==> src/rtl/logic_reduce_pipe.sv <==
// logic_reduce_pipe
//   Pipelined N-input bitwise reduction gate with valid/ready flow control.
//   Each accepted transaction reduces NIN words of WIDTH bits with the
//   function chosen by in_mode: OR, AND, XOR or NOR. The result travels
//   through STAGES stage registers and then an output register, so a
//   transaction accepted at edge t is presented after edge t+STAGES.
//   A stall (out_valid && !out_ready) freezes the whole pipe. Bubbles move
//   forward only when the whole pipe advances.
//
// Ports
//   clk        rising-edge clock
//   reset      asynchronous, active-high reset
//   in_valid   in_data/in_mode hold a transaction
//   in_ready   pipe can accept this cycle (= !stall)
//   in_data    NIN packed words, word k = in_data[k*WIDTH +: WIDTH]
//   in_mode    00 OR, 01 AND, 10 XOR, 11 NOR
//   out_valid  out_data/out_mode hold a result
//   out_ready  downstream accepts this cycle
//   out_data   reduction result
//   out_mode   mode that produced out_data
//   out_count  completed output transfers, modulo 2^CNTW
module logic_reduce_pipe #(
    parameter int WIDTH  = 8,
    parameter int NIN    = 3,
    parameter int STAGES = 2,
    parameter int CNTW   = 16
) (
    input  logic                 clk,
    input  logic                 reset,
    input  logic                 in_valid,
    output logic                 in_ready,
    input  logic [NIN*WIDTH-1:0] in_data,
    input  logic [1:0]           in_mode,
    output logic                 out_valid,
    input  logic                 out_ready,
    output logic [WIDTH-1:0]     out_data,
    output logic [1:0]           out_mode,
    output logic [CNTW-1:0]      out_count
);

    // Bitwise reduction of all words under the selected mode.
    function automatic logic [WIDTH-1:0] reduce_words(
        input logic [1:0]           mode,
        input logic [NIN*WIDTH-1:0] words
    );
        logic [WIDTH-1:0] r_or;
        logic [WIDTH-1:0] r_and;
        logic [WIDTH-1:0] r_xor;
        logic [WIDTH-1:0] res;
        r_or  = '0;
        r_and = '1;
        r_xor = '0;
        for (int k = 0; k < NIN; k++) begin
            r_or  = r_or  | words[k*WIDTH +: WIDTH];
            r_and = r_and & words[k*WIDTH +: WIDTH];
            r_xor = r_xor ^ words[k*WIDTH +: WIDTH];
        end
        case (mode)
            2'b00:   res = r_or;
            2'b01:   res = r_and;
            2'b10:   res = r_xor;
            default: res = ~r_or;
        endcase
        return res;
    endfunction

    logic                 vld_q  [STAGES];
    logic [WIDTH-1:0]     data_q [STAGES];
    logic [1:0]           mode_q [STAGES];
    logic                 out_vld_q;
    logic [WIDTH-1:0]     out_data_q;
    logic [1:0]           out_mode_q;
    logic [CNTW-1:0]      cnt_q;

    logic [WIDTH-1:0]     data_d;
    logic [CNTW-1:0]      cnt_d;
    logic                 stall;
    logic                 xfer;

    // The stall depends only on the output register and out_ready, so there
    // is no combinational path from in_valid to any output.
    assign stall    = out_vld_q && !out_ready;
    assign xfer     = out_vld_q && out_ready;
    assign in_ready = !stall;
    assign data_d   = reduce_words(in_mode, in_data);
    assign cnt_d    = cnt_q + CNTW'(1);

    // Stage registers plus output register: all advance together or all hold.
    always_ff @(posedge clk or posedge reset) begin
        if (reset) begin
            for (int s = 0; s < STAGES; s++) begin
                vld_q[s]  <= 1'b0;
                data_q[s] <= '0;
                mode_q[s] <= 2'b00;
            end
            out_vld_q  <= 1'b0;
            out_data_q <= '0;
            out_mode_q <= 2'b00;
        end else if (!stall) begin
            vld_q[0]  <= in_valid;
            data_q[0] <= data_d;
            mode_q[0] <= in_mode;
            for (int s = 1; s < STAGES; s++) begin
                vld_q[s]  <= vld_q[s-1];
                data_q[s] <= data_q[s-1];
                mode_q[s] <= mode_q[s-1];
            end
            out_vld_q  <= vld_q[STAGES-1];
            out_data_q <= data_q[STAGES-1];
            out_mode_q <= mode_q[STAGES-1];
        end
    end

    // Delivered-result counter, wraps silently.
    always_ff @(posedge clk or posedge reset) begin
        if (reset) begin
            cnt_q <= '0;
        end else if (xfer) begin
            cnt_q <= cnt_d;
        end
    end

    assign out_valid = out_vld_q;
    assign out_data  = out_data_q;
    assign out_mode  = out_mode_q;
    assign out_count = cnt_q;

endmodule

==> config.mk <==
export PLATFORM = sky130hd
export DESIGN_NAME = logic_reduce_pipe
export DESIGN_NICKNAME = d
export VERILOG_FILES = /design/src/rtl/logic_reduce_pipe.sv
export SDC_FILE = /design/constraint.sdc
export NUM_CORES = 1
export LEC_CHECK = 0
export CAP_MARGIN = 20
export CORE_UTILIZATION = 31
export CTS_CLUSTER_DIAMETER = 30
export DETAILED_ROUTE_END_ITERATION = 7
export MAX_ROUTING_LAYER = met4
export SYNTH_ARGS = -nofsm -noshare
export SYNTH_HDL_FRONTEND = slang
export SYNTH_SLANG_ARGS = --single-unit
export TNS_END_PERCENT = 10
==> constraint.sdc <==
create_clock -name clk -period 2 [get_ports clk]
set_input_delay 0.4 -clock clk [delete_from_list [all_inputs] [get_ports clk]]
set_output_delay 0.4 -clock clk [all_outputs]
set_load 0.05 [all_outputs]
==> parameters.txt, run 1 <==
Parameter                              Value

Run status
  Result of the run    completed

Placement
  Routability congestion estimate    0.720
  Pre-CTS setup slack    -0.122 ns
  Placed Instances    441
  Port Buffers    57
  HPWL reported at the end of detailed placement    3830 um

GRT
  Overall Global Routing Usage    13.0%
  Maximum number of pins on one net before global-route repair    24
  Via count of the first global-routing pass    1916
  Initial antenna violation count    0
  First-pass GRT wire length    8670 um
  Aggregate global routing overflow    0

Clocking
  Clock transition at path regs    0.09 ns
  Hold Buf Count CTS    0
  Clock tree from TritonCTS    built
  Sinks on Clock Net    49
  Clock tree root driver cell    clkbuf_8
  Clock insertion delay at the later pin of the skew report    0.30 ns
  H-tree lvl count    2
  Total CTS buffers    5
  Longest Clk Path Bufs    2

Min path
  Kind of path behind the tightest hold check    in2async

Critical path
  Category of cells accounting for the largest share of critical-path delay    buffers and inverters
  Nature of the critical path startpoint    register
  Classification of the worst setup path    reg2out
  Slowest cell on the critical path    clkdlybuf4s50_1
  Worst path required time    1.60 ns
  Number of buffers and inverters on the critical path    1
  Delay of the slowest cell on the worst path    0.82 ns
  Critical path, cell by cell    clkdlybuf4s50_1
  Setup crit end kind    output pin
  Arrival time reported for the critical path endpoint    1.53 ns
  Worst-path fanout max    4

Logic synthesis
  Mapped Area    2600 um^2
  Distinct cells, synth    38
  Post-synthesis async set-or-reset flop share    100%
  Top cells by area, synth    dfrtp_1 (47%), nand2_1 (12%), ha_1 (8.2%)
  Syn nets    327
  Number of instances in the synthesized netlist    280
  Fraction of the yosys area taken by sequential cells    47.1%
  Number of synthesized flops with an enable pin    0
  Most frequent cell after synthesis    nand2_1
  Dominant synthesized flop cell    dfrtp_1
  List of most frequent post-synthesis cells    nand2_1 (82), dfrtp_1 (49), inv_1 (22)
  Fraction of post-synthesis cell area in the top cell type by area    47.1%
  Flip-flop and latch count after synthesis    49
  Synth Area per Inst    9.29 um^2
  Count of synthesis-stage warnings from yosys    0
  Largest area contributor in the synthesized netlist    dfrtp_1

Detailed routing
  Initial DRT Pass Iterations    4
  Routed len/inst    11.2 um
  Violation count after the first detailed-route iteration    65
  Number of remaining DRC errors    0
  DR vias/cell    4.53
  Via count    2032
  Antenna Violating Nets Remaining    0
  Total Wirelength    5040 um

Floorplanning
  I/O pin count    58
  Height of the die    93.6 um
  Site row count    33
  Floorplan Core Area    8180 um^2
  Die W    93.6 um
  Starting Density    31.8%
  Overall die area    8770 um^2

STA
  Post-Route Hold Slack    0.400 ns
  Normalized max-slew margin    64.9%
  Worst setup slack after layout    0.0677 ns
  Fin. max-slew vios    0
  Worst clock skew    0.00608 ns
  Achievable frequency    518 MHz
  Setup repair after global routing missed its margin    no
  Number of endpoints failing setup at the final stage    0
  Hold Fails Final Rpt    0
  Share of the clock period used by the worst path after layout    96.6%
  Final Critical Period    1.93 ns
  Transition at the pin with the smallest max-transition slack    0.525 ns

Power and ir drop
  Peak ir drop on the vdd network    0.356 mV
  Pwr dens    1100 nW/um^2
  Static leakage    1.79 nW

Cells and area
  Footprint of the multi-input gates    1230 um^2
  Fraction of final layout cells sized beyond drive strength 1    9.30%
  Sequential Area    1230 um^2
  Count of nets after finishing    390
  Synth-to-layout area growth    33.1%
  Antenna Diode Count    0
  Final cell count without fillers    449
  Total of fill cells in the finished design    814

Flow run
  Max-cap violation count    0
## state kept, by name, indices dropped and copies added, names as in the netlist
name / flops
out_data: 8
out_valid: 1
out_count: 16
mode_q: 4
vld_q: 2
data_q: 16
out_mode: 2
## where the power goes
| group | total (mW) | internal, mW | switching (mW) |
|---|---|---|---|
| clock network | 0.567 | 0.248 | 0.319 |
| registers | 1.53 | 1.30 | 0.226 |
| logic | 1.70 | 0.627 | 1.08 |
| total | 3.80 | 2.18 | 1.62 |
## cells by family after synthesis
| kind of cell | Yosys count | synth area share (%) |
|---|---|---|
| DFF | 49 | 47.1 |
| AOI/OAI and AO/OA | 36 | 9.52 |
| buffers and inverters | 35 | 5.77 |
| xor gates and xnor gates | 15 | 5.05 |
| and+or+nand+nor | 123 | 22.2 |
| adders and majority gates | 17 | 8.17 |
| muxes | 5 | 2.21 |
## routing by layer
layer  GRT usage (%)  routed length [um]  vias up
li1                -                   -     1047
met1            16.6                2430      924
met2            20.6                2320       55
met3            3.17                 237        6
met4            3.46                  53        0
met5               -                   0        -
## path summary, 6_finish.rpt
path	start	end	slack, ns	depth (start not counted)
min in group clk	vld_q[0]	vld_q[0]	0.46	2
hold reg to reg	vld_q[0]	vld_q[0]	0.46	2
setup reg to reg	out_count[0]	out_count[12]	0.46	5
setup / recovery	out_count[12]	out_count[12]	0.07	1
max in group asynchronous	reset	data_q[0]	1.10	3
hold / removal	reset	out_count[14]	0.40	2
## per-stage QoR
stage          utilization (%)  power, mW  TNS (ns)  instance area [um^2]
3_5_place_dp              41.1       3.28    -0.244                  3360
3_3_place_gp              41.1       3.25    -0.203                  3360
4_1_cts                   42.2       3.85         0                  3450
5_1_grt                   42.4       4.03         0                  3460
6_report                  42.4       3.80         0                  3460
2_1_floorplan                -       2.66         0                  2600
## repair_timing
| item | CTS | global route |
|---|---|---|
| resized for setup | 0 | 7 |
| setup endpoints to repair | 0 | 7 |
| setup buffers | 0 | 0 |
## placed cells by master (no fill, tap or decap), types with 2 or more instances in the layout
cell type and count:
o21ai_0 4, nor2_1 10, nand2b_1 6, inv_2 2, nor3_1 4, buf_12 4, nand2_1 82, o22a_1 3
nand3_1 5, o211ai_1 6, nor2b_1 4, nor4_4 2, nand4_1 2, and3_1 2, o221ai_1 3, clkbuf_1 2
clkbuf_8 5, a21oi_1 7, xnor2_1 9, clkdlybuf4s50_1 45, a21o_1 2, mux2i_1 2, o31ai_1 4, ha_1 17
inv_1 21, o21ai_1 4, buf_4 12, dlymetal6s2s_1 7, dfrtp_1 49, xor2_1 6
## area by class of cell
type,count,area share [%]
inverter,23,2.49
sequential,49,35.4
clock buffer,7,2.20
multi-input combinational,196,35.5
tap,105,3.79
clock inverter,1,0.217
timing repair buffer,68,20.4
(Power assumes the default switching activity.)
==> inputs of run 2 (changes only) <==
Settings changed: CORE_UTILIZATION 31 to 45, PLACE_DENSITY from default to 0.73.
==> run 2 against run 1 <==
  * Cell count decreased by 7.6%
  * Sequential cell count stayed put
  * Count of clock-buffer cells in the layout shrank 1
  * Design area down 0.72%
  * Fmax shrank 0.33%
  * Register-to-register slack about the same
  * Core utilization up 20 points
  * Setup slack worse by 0.0064 ns
  * Largest power group unchanged
==> parameters.txt, run 2 (synthesis results as in run 1) <==
Parameter                              Value

GRT
  Maximum number of pins on one net before global-route repair    50
  Overall Global Routing Usage    17.3%
  First-pass GRT wire length    8160 um
  Initial antenna violation count    0
  Aggregate global routing overflow    0
  Via count of the first global-routing pass    1908

Clocking
  Clock tree from TritonCTS    built
  Longest Clk Path Bufs    2
  Hold Buf Count CTS    0
  Clock tree root driver cell    clkbuf_8
  Total CTS buffers    5
  H-tree lvl count    2
  Sinks on Clock Net    49
  Buffer count from post-CTS setup fixing    0
  Clock insertion delay at the later pin of the skew report    0.29 ns
  Clock transition at path regs    0.09 ns

Detailed routing
  Initial DRT Pass Iterations    4
  DR vias/cell    4.86
  Antenna Violating Nets Remaining    0
  Violation count after the first detailed-route iteration    93
  Via count    2015
  Number of remaining DRC errors    0
  Routed len/inst    10.9 um
  Total Wirelength    4530 um

Min path
  Kind of path behind the tightest hold check    in2async

STA
  Final setup TNS    0 ns
  Normalized max-slew margin    65.0%
  Hold Fails Final Rpt    0
  Worst clock skew    0.00589 ns
  Fin. max-slew vios    0
  Worst setup slack after layout    0.0614 ns
  Achievable frequency    516 MHz
  Share of the clock period used by the worst path after layout    96.9%
  Setup repair after global routing missed its margin    no
  Number of endpoints failing setup at the final stage    0
  Transition at the pin with the smallest max-transition slack    0.524 ns
  Final Critical Period    1.94 ns

Power and ir drop
  Pwr dens    1140 nW/um^2
  Peak ir drop on the vdd network    0.496 mV
  Proportion of power drawn by flip-flops and latches    39.0%
  Switching portion of total power    40.8%
  Switching power summed over all nets    1.60 mW
  Int Power    2.33 mW
  Static leakage    1.78 nW
  Clock group share of total power    18.3%
  Logic pwr share    42.8%

Floorplanning
  Overall die area    6090 um^2
  Site row count    27
  Starting Density    47.0%
  Height of the die    78.1 um
  Floorplan Core Area    5540 um^2
  Die W    78.1 um
  I/O pin count    58

Placement
  Pre-CTS setup slack    -0.133 ns
  Port Buffers    57
  Placed Instances    407
  Routability congestion estimate    0.736
  HPWL reported at the end of detailed placement    3430 um

Critical path
  Setup crit end kind    output pin
  Classification of the worst setup path    reg2out
  Worst-path fanout max    5
  Arrival time reported for the critical path endpoint    1.54 ns
  Nature of the critical path startpoint    register
  Worst path required time    1.60 ns
  Delay of the slowest cell on the worst path    0.83 ns
  Category of cells accounting for the largest share of critical-path delay    buffers and inverters
  Number of buffers and inverters on the critical path    1
  Slowest cell on the critical path    clkdlybuf4s50_1
  Critical path, cell by cell    clkdlybuf4s50_1

Cells and area
  Most frequent cells in the layout    nand2_1 (82), dfrtp_1 (49), clkdlybuf4s50_1 (47)
  Sequential Area    1230 um^2
  Count of nets after finishing    389
  Synth-to-layout area growth    32.2%
  Total of fill cells in the finished design    474
  Antenna Diode Count    0
  Final cell count without fillers    415
  Fraction of final layout cells sized beyond drive strength 1    9.62%
  Most common cell after layout, fill and taps aside    nand2_1
  Footprint of the multi-input gates    1230 um^2
  Share of the core filled with cells    62.1%

Flow run
  Max-cap violation count    0

Run status
  Result of the run    completed
-- run 2: changes by cell type in the layout (fill, tap and decap cells not counted) --
cell / previous run / this run
buf_12: 4 / 3
bufinv_16: 0 / 1
clkbuf_1: 2 / 0
clkbuf_8: 5 / 6
clkdlybuf4s50_1: 45 / 47
dlymetal6s2s_1: 7 / 5
nor2b_2: 1 / 0
nor2b_4: 0 / 1
-- run 2: layout make-up --
cell class                 instances  share of cell area [%]
clock buffer                       6                    2.40
clock inverter                     2                    1.09
inverter                          23                    2.51
multi-input combinational        196                    35.9
sequential                        49                    35.6
tap                               72                    2.62
timing repair buffer              67                    19.9
-- run 2: metrics by stage --
step,instance area [um^2],power (mW),hold slack [ns]
4_1_cts,3420,3.98,0.462
6_report,3440,3.93,0.460
3_5_place_dp,3300,3.25,0.455
3_3_place_gp,3300,3.21,0.444
5_1_grt,3440,4.18,0.468
2_1_floorplan,2600,2.66,0.430
-- run 2: power groups by stage --
stage	combinational, mW	sequential [mW]	clock (mW)
2_1_floorplan	0.564	2.09	0
3_3_place_gp	1.66	1.54	0
3_5_place_dp	1.69	1.55	0
4_1_cts	1.70	1.53	0.750
5_1_grt	1.82	1.58	0.786
6_report	1.68	1.53	0.719
-- run 2: final timing paths --
kind | depth (start not counted) | endpoint | start | slack (ns)
worst max-delay path | 1 | out_count[11] | out_count[11] | 0.06
worst min-delay path | 3 | out_count[11] | reset | 0.46
worst max register to register | 5 | out_count[14] | out_count[0] | 0.45
worst min register to register | 2 | out_mode[0] | out_mode[0] | 0.47
max in group asynchronous | 3 | data_q[13] | reset | 1.33
min in group clk | 2 | out_mode[0] | out_mode[0] | 0.47
-- run 2: what timing repair did --
item	4_1_cts	5_1_grt
resized for setup	0	6
endpoints found under the hold margin	0	0
endpoints found under the setup margin	0	6
-- run 2: routing by layer --
layer,global-route usage [%],routed length (um)
met5,-,0
met4,5.56,36
met3,3.95,169
met2,29.0,2190
met1,20.6,2140
